**config.mk**
```make
export PLATFORM = sky130hd
export DESIGN_NAME = jp_ctrl
export DESIGN_NICKNAME = d
export VERILOG_FILES = /design/src/rtl/jp_pkg.sv /design/src/rtl/jp_scan.sv /design/src/rtl/jp_ctrl.sv
export SDC_FILE = /design/constraint.sdc
export NUM_CORES = 1
export LEC_CHECK = 0
export ABC_AREA = 1
export BUFFER_PORTS_ARGS = -buffer_cell sky130_fd_sc_hd__buf_2
export CORE_MARGIN = 2
export CORE_UTILIZATION = 38
export DETAILED_ROUTE_END_ITERATION = 8
export SYNTH_ARGS = -nofsm -noshare
export SYNTH_HDL_FRONTEND = slang
export SYNTH_SLANG_ARGS = --single-unit
```
**constraint.sdc**
```tcl
create_clock -name clk_in -period 1.49 [get_ports clk_in]
set_input_delay 0.298 -clock clk_in [delete_from_list [all_inputs] [get_ports clk_in]]
set_output_delay 0.298 -clock clk_in [all_outputs]
set_load 0.005 [all_outputs]
```
**src/rtl/jp_pkg.sv**
```systemverilog
// jp_pkg: scanner state encoding, button indices, CPU register addresses and
// the counter-width helper shared by the NES joypad controller.
package jp_pkg;

  typedef enum logic [2:0] {
    ST_IDLE   = 3'd0,
    ST_LATCH  = 3'd1,
    ST_SAMPLE = 3'd2,
    ST_CLK_LO = 3'd3,
    ST_CLK_HI = 3'd4,
    ST_DONE   = 3'd5
  } scan_state_t;

  localparam int BTN_A      = 0;
  localparam int BTN_B      = 1;
  localparam int BTN_SELECT = 2;
  localparam int BTN_START  = 3;
  localparam int BTN_UP     = 4;
  localparam int BTN_DOWN   = 5;
  localparam int BTN_LEFT   = 6;
  localparam int BTN_RIGHT  = 7;

  localparam logic [15:0] JP1_ADDR = 16'h4016;
  localparam logic [15:0] JP2_ADDR = 16'h4017;

  // Width of a dwell counter that must hold the longest state duration.
  function automatic int cnt_width(input int poll_period, input int clk_div);
    int span;
    span = (poll_period > 2 * clk_div) ? poll_period : 2 * clk_div;
    return (span < 2) ? 1 : $clog2(span + 1);
  endfunction

endpackage

```
**src/rtl/jp_scan.sv**
```systemverilog
// jp_scan: periodic serial scanner for both NES pads; generates jp_latch/jp_clk,
// captures the 8 button bits LSB first and commits them atomically on DONE.
// Pad 2 capture exists only when JP_PAD2_EN is defined.
module jp_scan
  import jp_pkg::*;
#(
  parameter int CLK_DIV     = 600,
  parameter int POLL_PERIOD = 1666666
) (
  input  logic       clk,
  input  logic       rst,
  input  logic       data1,
  input  logic       data2,
  output logic [7:0] pad1,
  output logic [7:0] pad2,
  output logic       scan_done,
  output logic       jp_clk,
  output logic       jp_latch
);

  localparam int CW = cnt_width(POLL_PERIOD, CLK_DIV);
  localparam logic [CW-1:0] POLL_LAST  = CW'(POLL_PERIOD - 1);
  localparam logic [CW-1:0] LATCH_LAST = CW'(2 * CLK_DIV - 1);
  localparam logic [CW-1:0] DIV_LAST   = CW'(CLK_DIV - 1);

  scan_state_t   state_r;
  scan_state_t   next_s;
  logic [CW-1:0] cnt_r;
  logic [2:0]    bit_r;
  logic [7:0]    cap1_r;
  logic [7:0]    pad1_r;
  logic          sample_end_s;
  logic          latch_s;
  logic          clk_s;
  logic          done_s;
  logic          jp_clk_r;
  logic          jp_latch_r;
  logic          done_r;

  assign sample_end_s = (state_r == ST_SAMPLE) && (cnt_r == DIV_LAST);

  // State register, dwell counter, bit index, pad-1 capture and snapshot.
  always_ff @(posedge clk) begin
    if (rst) begin
      state_r    <= ST_IDLE;
      cnt_r      <= {CW{1'b0}};
      bit_r      <= 3'd0;
      cap1_r     <= 8'h00;
      pad1_r     <= 8'h00;
      jp_clk_r   <= 1'b1;
      jp_latch_r <= 1'b0;
      done_r     <= 1'b0;
    end else begin
      state_r <= next_s;
      if (next_s != state_r) cnt_r <= {CW{1'b0}};
      else                   cnt_r <= cnt_r + CW'(1);
      if (state_r == ST_LATCH)
        bit_r <= 3'd0;
      else if ((state_r == ST_CLK_HI) && (next_s == ST_SAMPLE))
        bit_r <= bit_r + 3'd1;
      if (sample_end_s)
        cap1_r[bit_r] <= ~data1;
      if (state_r == ST_DONE)
        pad1_r <= cap1_r;
      jp_clk_r   <= clk_s;
      jp_latch_r <= latch_s;
      done_r     <= done_s;
    end
  end

  // Next-state logic: each state dwells until its counter reaches the limit.
  always_comb begin
    next_s = state_r;
    case (state_r)
      ST_IDLE:   if (cnt_r == POLL_LAST)  next_s = ST_LATCH;  else next_s = ST_IDLE;
      ST_LATCH:  if (cnt_r == LATCH_LAST) next_s = ST_SAMPLE; else next_s = ST_LATCH;
      ST_SAMPLE: if (cnt_r == DIV_LAST)   next_s = ST_CLK_LO; else next_s = ST_SAMPLE;
      ST_CLK_LO: if (cnt_r == DIV_LAST)   next_s = ST_CLK_HI; else next_s = ST_CLK_LO;
      ST_CLK_HI: begin
        if (cnt_r == DIV_LAST) next_s = (bit_r == 3'd7) ? ST_DONE : ST_SAMPLE;
        else                   next_s = ST_CLK_HI;
      end
      ST_DONE:   next_s = ST_IDLE;
      default:   next_s = ST_IDLE;
    endcase
  end

  // Pin values decoded from the upcoming state so they are registered in step with it.
  always_comb begin
    latch_s = 1'b0;
    clk_s   = 1'b1;
    done_s  = 1'b0;
    case (next_s)
      ST_LATCH:  latch_s = 1'b1;
      ST_CLK_LO: clk_s   = 1'b0;
      ST_DONE:   done_s  = 1'b1;
      default: begin
        latch_s = 1'b0;
        clk_s   = 1'b1;
        done_s  = 1'b0;
      end
    endcase
  end

  assign pad1      = pad1_r;
  assign scan_done = done_r;
  assign jp_clk    = jp_clk_r;
  assign jp_latch  = jp_latch_r;

`ifdef JP_PAD2_EN
  logic [7:0] cap2_r;
  logic [7:0] pad2_r;

  // Pad-2 capture and snapshot, sharing the pad-1 timing.
  always_ff @(posedge clk) begin
    if (rst) begin
      cap2_r <= 8'h00;
      pad2_r <= 8'h00;
    end else begin
      if (sample_end_s)
        cap2_r[bit_r] <= ~data2;
      if (state_r == ST_DONE)
        pad2_r <= cap2_r;
    end
  end

  assign pad2 = pad2_r;
`else
  logic unused_data2;
  assign unused_data2 = data2;
  assign pad2 = 8'h00;
`endif

endmodule

```
**src/rtl/jp_ctrl.sv**
```systemverilog
// jp_ctrl: NES joypad controller top; scanner plus the CPU $4016/$4017 strobe and
// shift registers, driving an OR-bus read mux. JP_PAD2_EN enables the pad-2 path.
module jp_ctrl
  import jp_pkg::*;
#(
  parameter int CLK_DIV     = 600,
  parameter int POLL_PERIOD = 1666666
) (
  input  logic        clk_in,
  input  logic        rst_in,
  input  logic [15:0] a_in,
  input  logic [7:0]  d_in,
  input  logic        r_nw_in,
  input  logic        jp_data1_in,
  input  logic        jp_data2_in,
  output logic [7:0]  d_out,
  output logic        jp_clk,
  output logic        jp_latch
);

  logic [7:0] pad1_s;
  logic [7:0] pad2_s;
  logic       scan_done_s;
  logic       sel1_s;
  logic       wr1_s;
  logic       pop1_s;
  logic       sel1_q_r;
  logic       strobe_r;
  logic [7:0] sh1_r;

  jp_scan #(
    .CLK_DIV     (CLK_DIV),
    .POLL_PERIOD (POLL_PERIOD)
  ) u_scan (
    .clk       (clk_in),
    .rst       (rst_in),
    .data1     (jp_data1_in),
    .data2     (jp_data2_in),
    .pad1      (pad1_s),
    .pad2      (pad2_s),
    .scan_done (scan_done_s),
    .jp_clk    (jp_clk),
    .jp_latch  (jp_latch)
  );

  assign sel1_s = r_nw_in && (a_in == JP1_ADDR);
  assign wr1_s  = !r_nw_in && (a_in == JP1_ADDR);
  // A read completes on the first cycle its select is low again.
  assign pop1_s = sel1_q_r && !sel1_s;

  // Strobe latch and pad-1 shift register; strobe reload beats a write, a write beats a shift.
  always_ff @(posedge clk_in) begin
    if (rst_in) begin
      strobe_r <= 1'b0;
      sel1_q_r <= 1'b0;
      sh1_r    <= 8'h00;
    end else begin
      if (wr1_s) strobe_r <= d_in[0];
      sel1_q_r <= sel1_s;
      if (strobe_r)
        sh1_r <= pad1_s;
      else if (pop1_s && !wr1_s)
        sh1_r <= {1'b1, sh1_r[7:1]};
    end
  end

`ifdef JP_PAD2_EN
  logic       sel2_s;
  logic       pop2_s;
  logic       sel2_q_r;
  logic [7:0] sh2_r;

  assign sel2_s = r_nw_in && (a_in == JP2_ADDR);
  assign pop2_s = sel2_q_r && !sel2_s;

  // Pad-2 shift register, same rules as pad 1.
  always_ff @(posedge clk_in) begin
    if (rst_in) begin
      sel2_q_r <= 1'b0;
      sh2_r    <= 8'h00;
    end else begin
      sel2_q_r <= sel2_s;
      if (strobe_r)
        sh2_r <= pad2_s;
      else if (pop2_s && !wr1_s)
        sh2_r <= {1'b1, sh2_r[7:1]};
    end
  end

  logic unused_bits;
  assign unused_bits = ^{d_in[7:1], scan_done_s};
`else
  logic unused_bits;
  assign unused_bits = ^{d_in[7:1], scan_done_s, pad2_s};
`endif

  // CPU read mux: drives zero unless one of the pad registers is being read.
  always_comb begin
    d_out = 8'h00;
    if (sel1_s)
      d_out = {7'b0000000, sh1_r[0]};
`ifdef JP_PAD2_EN
    else if (sel2_s)
      d_out = {7'b0000000, sh2_r[0]};
`endif
    else
      d_out = 8'h00;
  end

endmodule

```
## After elaboration in Yosys (flattened, before gate mapping)

Index checks and enable logic that the tools add are counted.
Widths: inputs -> output; s select.

| word-level totals | value |
|---|---|
| flip-flop bits (word level) | 55 |
| output and inout port bits | 10 |
| logic and storage cells | 58 |

| operators by class | value |
|---|---|
| $add $sub $neg | 2 |
| $lt $le $gt $ge | 2 |
| eq/ne operators | 14 |
| muxes and demuxes | 15 |
| bitwise gates (word level) | 1 |
| reduce and logical (&&, ||, !) cells | 14 |

Operator list:

| operator | count |
|---|---|
| $add 21x1->21 const B | 1 |
| $eq 21x10->1 const B | 1 |
| $eq 21x11->1 const B | 1 |
| $eq 21x21->1 const B | 1 |
| $eq 16x15->1 const B | 1 |
| $mux 8 | 2 |
| $pmux 3 s5 | 1 |
| $eq 3x2->1 const B | 4 |
| $eq 3x3->1 const B | 3 |
| $mux 3 | 3 |
| $bwmux 8 | 1 |
| $logic_and 1x1->1 | 7 |
| $eq 3x1->1 const B | 2 |
| $mux 1 | 6 |
| $lt 3x4->1 const B | 1 |
| $reduce_or 2->1 | 2 |
| $add 3x1->3 const B | 1 |
| $demux 1 s3 | 1 |
| $ge 3x1->1 const B | 1 |
| $logic_not 1->1 | 3 |
| $logic_not 3->1 | 1 |
| $ne 3x3->1 | 1 |
| $mux 2 | 1 |
| $reduce_bool 2->1 | 1 |
| $not 1->1 | 1 |

## Longest topological paths before layout

| depth | value |
|---|---|
| depth after elaboration | 7 |
| gate-level depth with buffers | 12 |
| gate-level depth less buffers | 11 |

## By module

A second synthesis with hierarchy kept.

| second synthesis, totals | value |
|---|---|
| cells, all modules | 465 |
| area, all modules | 3155.5 um2 |

By module, submodules not included:

| module | instances | cells an instance | area an instance (um2) | sequential area each (um2) |
|---|---|---|---|---|
| jp_scan | 1 | 353 | 2503.7 | 920.9 |
| jp_ctrl | 1 | 112 | 651.9 | 200.2 |

## Worst setup path before layout

OpenSTA, ideal clock, no wires.

| timing path | value |
|---|---|
| path kind | reg-to-reg |
| from | reg u_scan.cnt_r[0] |
| to | reg u_scan.cap1_r[5] |
| setup time | 0.132 ns |
| data arrival time | 1.438 ns |
| required time | 1.358 ns |
| setup slack | -0.081 ns |
| stages on the path, launching flop included | 10 |
| buffers on the path | 1 |
| period minus slack after synthesis | 1.571 ns |
| cells stage by stage | dfxtp_1 -> ha_1 -> nand3_1 -> nor2_1 -> nand3_1 -> nor2_4 -> buf_6 -> nand3_1 -> nand2_1 -> a21oi_1 |

| between the ends | value |
|---|---|
| cells in the longest elaborated chain, start to end | 2 |

Ends and longest elaborated chain:

| what | line | source |
|---|---|---|
| start: declaration | jp_scan.sv:28 | `logic [CW-1:0] cnt_r;` |
| start signal: assignment | jp_scan.sv:46 | `cnt_r <= {CW{1'b0}};` |
| start signal: assignment | jp_scan.sv:55 | `if (next_s != state_r) cnt_r <= {CW{1'b0}};` |
| start signal: assignment | jp_scan.sv:56 | `else cnt_r <= cnt_r + CW'(1);` |
| $eq 21x10->1 | jp_scan.sv:40 | `assign sample_end_s = (state_r == ST_SAMPLE) && (cnt_r == DIV_LAST);` |
| $logic_and 1x1->1 | jp_scan.sv:40 |  |
| end signal: indexed assignment | jp_scan.sv:62 | `cap1_r[bit_r] <= ~data1;` |
| end: declaration | jp_scan.sv:30 | `logic [7:0] cap1_r;` |

Every way passes these cells.
A chain may end at the register's enable or synchronous reset.

## Worst setup path after layout

| timing path | value |
|---|---|
| from | reg u_scan.cnt_r[4] |
| to | reg u_scan.cnt_r[0] |

| between the ends | value |
|---|---|
| cells in the longest elaborated chain, start to end | 5 |

Ends and longest elaborated chain:

| what | line | source |
|---|---|---|
| $eq 21x10->1, or another cell as far along | jp_scan.sv:77, jp_scan.sv:78, jp_scan.sv:80 |  |
| $mux 3, or another cell as far along | jp_scan.sv:80 | `if (cnt_r == DIV_LAST) next_s = (bit_r == 3'd7) ? ST_DONE : ST_SAMPLE;` |
| $pmux 3 s5 * | jp_scan.sv:74 | `case (state_r)` |
| $ne 3x3->1 * | jp_scan.sv:55 |  |
| $reduce_or 2->1 (no source line) * | n/a |  |

Mark *: on every way between the ends. The rest lies on a longest branch, timed or not.

==> results.txt <==
* Required time worst endpoint: between 1.5 and 2 ns
- Maximum number of buffers from clock root to sink: 2
* # fillers: ~660
- Reg-to-Reg Start: u_scan.cnt_r[4]
- Residual DRC: 0
* Initial antenna violation count: 0
* Count of hold-fix buffers inserted at cts: 0
- Max-cap violations in this run came to 0.
- TritonCTS built the clock tree.
- In this run the worst setup path begins at u_scan.cnt_r[4].
- Launch instance of the worst min-delay path: d_in[0]
* Min Hold Slack: roughly 0.21 ns
- Wires add up to around 6.7 mm.
* Final ANT Viol Nets: 0
* Outcome: finished with violations
* Max Transition Viols Final: 0
- STA classifies the critical path startpoint as a register.
* Clock skew: ~0.011 ns
* Count of placed standard cells in the final layout, fillers left out: ~600
* Placed Instances: ~580
* Half-perimeter wire length after detailed placement: 4.839 mm
- OpenSTA, run right after detailed placement, puts the worst setup slack at -0.1726 ns.
* Vertical die dimension: 91.76 um
- Cells with a size suffix above 1 make up 36.27% of the layout.
- DRC marker count from the first detailed-route iteration: about 120
* Unrepaired setup endpoints after global routing: yes
- Dividing the detail-routed wire length by the instance count gives about 11 um.
- Worst hold-check path type: primary input to register
- Period utilization: 116.6%
- H-tree level count: 2
- Top-level port count: 39
- Weighted congestion at the end of routability-driven global placement: 0.8339
- Post-route setup slack: -0.2471 ns
- The worst setup path is captured at a register.
* Horizontal extent of the die: a little over 90 um
* Worst setup path class: register to register
- Fin crit period: 1.737 ns
- Power density over the cells: around 640 mW/mm^2
- Final number of hold-violating endpoints: 0
* Placement Rows: 31
* Library cell used as clock root buffer: clkbuf_8
* Vias in the first global route: between 2,000 and 3,000
- The first global-routing pass estimated 11.13 mm of wire.
- The checks that failed: setup timing.
- The number of different library cells used by synthesis comes to 33.
- The detailed router placed ~2,800 vias in this run.
* Initial standard-cell utilization of the core: 39.71%
- Total chip power: about 0.0025 W
- Post-Syn Area per Cell: roughly 7.2 um^2
- Leakage: ~1.5 nW
- Crit Path Max Fanout: 8
* Antenna diodes: 0
* Arrival time at the worst endpoint: 1.96 ns
- After the last flow step, the layout net total stands at approximately 520.
- Setup violations remaining at the end of the flow were counted as 31.
- Clock tree synthesis found a total of 55 sinks.
- The total overflow left after global routing is 0.
- Post-CTS clock slew at the launch and capture registers of the worst setup and hold paths: ~0.11 ns
- The cell count after synthesis came out at 409.
* Share of synthesized area occupied by flip-flops and latches: a little under two fifths
- Using the TritonRoute via totals, the vias-per-cell ratio works out to around 4.8.
* Count of yosys warnings during synthesis: 0
- Number of buffers inserted during clock tree synthesis: 5
- Largest net degree at the start of global routing: 20
- The first detailed-routing pass ran for 5 iterations.
* Clock latency of the later-clocked register in the worst-skew pair: about 0.32 ns
* Synth Cell Area: approximately 0.0029 mm^2
- Count of input and output buffers: 23
* Flip-flop and latch count after synthesis: 55
* Floorplan Core Area: around 0.0074 mm^2
- In the global route stage, overall resource usage came out at between 10% and 20%.
- Die Outline Area: roughly 0.0084 mm^2
* Layout-stage area growth over the synthesis result: 35.91%
- The worst-case IR drop observed on VDD is 0.4253 mV.
* Share of the core filled with cells: 53.97%
- Max Clock Freq: approximately 580 MHz
==> sequential cells by signal, indices dropped and copies added (netlist names), 3 cells and up <==
signal and cells:
sh1_r 8, u_scan.bit_r 3, u_scan.cap1_r 8, u_scan.cnt_r 21
u_scan.pad1 8, u_scan.state_r 3
==> final timing paths <==
check,cells past startpoint,to,slack (ns)
max reg2reg,12,u_scan.cnt_r[0],-0.25
max,12,u_scan.cnt_r[0],-0.25
min reg2reg,2,u_scan.pad1[0],0.46
min,3,strobe_r,0.21
==> logic make-up (layout without fill, tap and decap cells) <==
group                      after synthesis  after routing  share of synthesized area, %
and+or+nand+nor                        198            198                         32.19
buffers and inverters                   79            152                         12.10
DFF                                     55             55                         37.62
AOI/OAI and AO/OA                       52             52                         10.13
xor gates and xnor gates                19             19                         5.686
adders and majority gates                5              5                         2.138
other                                    1              7                        0.1281
==> synth_stat cells, drive strengths merged <==
| master | count | area, um^2 |
|---|---|---|
| conb | 1 | 3.750 |
| o211ai | 6 | 45.04 |
| nor2 | 83 | 374.1 |
| o21ai | 22 | 110.1 |
| clkinv | 1 | 3.750 |
| nor3 | 9 | 65.06 |
| nand3b | 2 | 15.01 |
| a31oi | 1 | 6.260 |
| buf | 10 | 95.09 |
| nand3 | 28 | 145.1 |
| clkbuf | 7 | 26.28 |
| xnor2 | 4 | 35.03 |
| nand2 | 58 | 230.2 |
| o21bai | 1 | 18.77 |
| o221ai | 1 | 8.760 |
| ha | 5 | 62.56 |
| inv | 61 | 229.0 |
| xor2 | 15 | 131.4 |
| and3 | 1 | 6.260 |
| dfxtp | 55 | 1101 |
| a21oi | 20 | 100.1 |
| a211oi | 1 | 7.510 |
| nand4 | 16 | 100.1 |
| and2 | 1 | 6.260 |
==> through the flow <==
step | setup TNS (ns) | cell area, um^2
3_5_place_dp | -3.892 | 3537
2_1_floorplan | 0 | 2962
6_report | -5.670 | 3978
5_1_grt | -8.261 | 3978
4_1_cts | -2.384 | 3754
3_3_place_gp | -3.763 | 3537
==> critical path, stage by stage (launching register included) <==
cell and delay [ns]:
dfxtp_2 0.41, nand2_1 0.09, inv_1 0.09, nand2_1 0.12, nor2_1 0.14, nand3_2 0.10, nor2_2 0.12, nand2_1 0.09
nand2_2 0.11, o21bai_4 0.07, nand2_4 0.12, buf_12 0.15, nor2_1 0.04
==> cell usage in the layout (no fill, tap or decap), types with 3 or more instances in the layout <==
| master | synthesis | final |
|---|---|---|
| nand4_1 | 16 | 16 |
| buf_12 | 1 | 3 |
| nor3_1 | 5 | 4 |
| inv_2 | 2 | 6 |
| nor3_2 | 4 | 4 |
| nand2_2 | 2 | 10 |
| buf_4 | 7 | 52 |
| nand3_1 | 27 | 12 |
| dfxtp_4 | 0 | 4 |
| buf_6 | 2 | 3 |
| nand2_1 | 55 | 46 |
| nand3_2 | 1 | 12 |
| nor2_4 | 3 | 13 |
| nand3_4 | 0 | 4 |
| nor2_1 | 64 | 55 |
| a21oi_1 | 20 | 18 |
| xor2_1 | 15 | 14 |
| inv_1 | 59 | 55 |
| xnor2_1 | 4 | 4 |
| dfxtp_2 | 0 | 5 |
| nor2_2 | 16 | 15 |
| o211ai_1 | 6 | 6 |
| ha_4 | 0 | 3 |
| buf_2 | 0 | 23 |
| conb_1 | 1 | 7 |
| clkbuf_8 | 0 | 5 |
| o21ai_0 | 22 | 19 |
| dfxtp_1 | 55 | 46 |
==> metal layers <==
| metal | share of wire, % | up-vias | track usage (%) |
|---|---|---|---|
| met5 | 0 | - | 0 |
| met4 | 2.8 | 0 | 5.721 |
| met3 | 5.1 | 19 | 3.205 |
| met2 | 44 | 71 | 25.55 |
| met1 | 48 | 1264 | 21.79 |
| li1 | - | 1449 | - |
==> timing repair <==
action	CTS	global route
cloned	0	1
gates resized for setup	31	50
pin swaps	4	18
buffers inserted	2	0
setup endpoints to repair	36	36
==> cell type report <==
class                           count  area (um^2)  area share [%]
Multi-Input combinational cell    281         1778           44.70
Sequential cell                    55         1122           28.22
Timing Repair Buffer               82        624.3           15.70
Inverter                           62        232.7           5.851
Tap cell                           99        123.9           3.114
Clock buffer                        5        68.82           1.730
Clock inverter                      3        27.53          0.6920
==> where the power goes <==
part / switching [W] / internal (W) / total (W)
clock network: 0.000546 / 0.000347 / 0.000893
registers: 0.0000172 / 0.00147 / 0.00149
logic: 0.0000762 / 0.0000738 / 0.000150
Power figures use the tool's default switching activity.
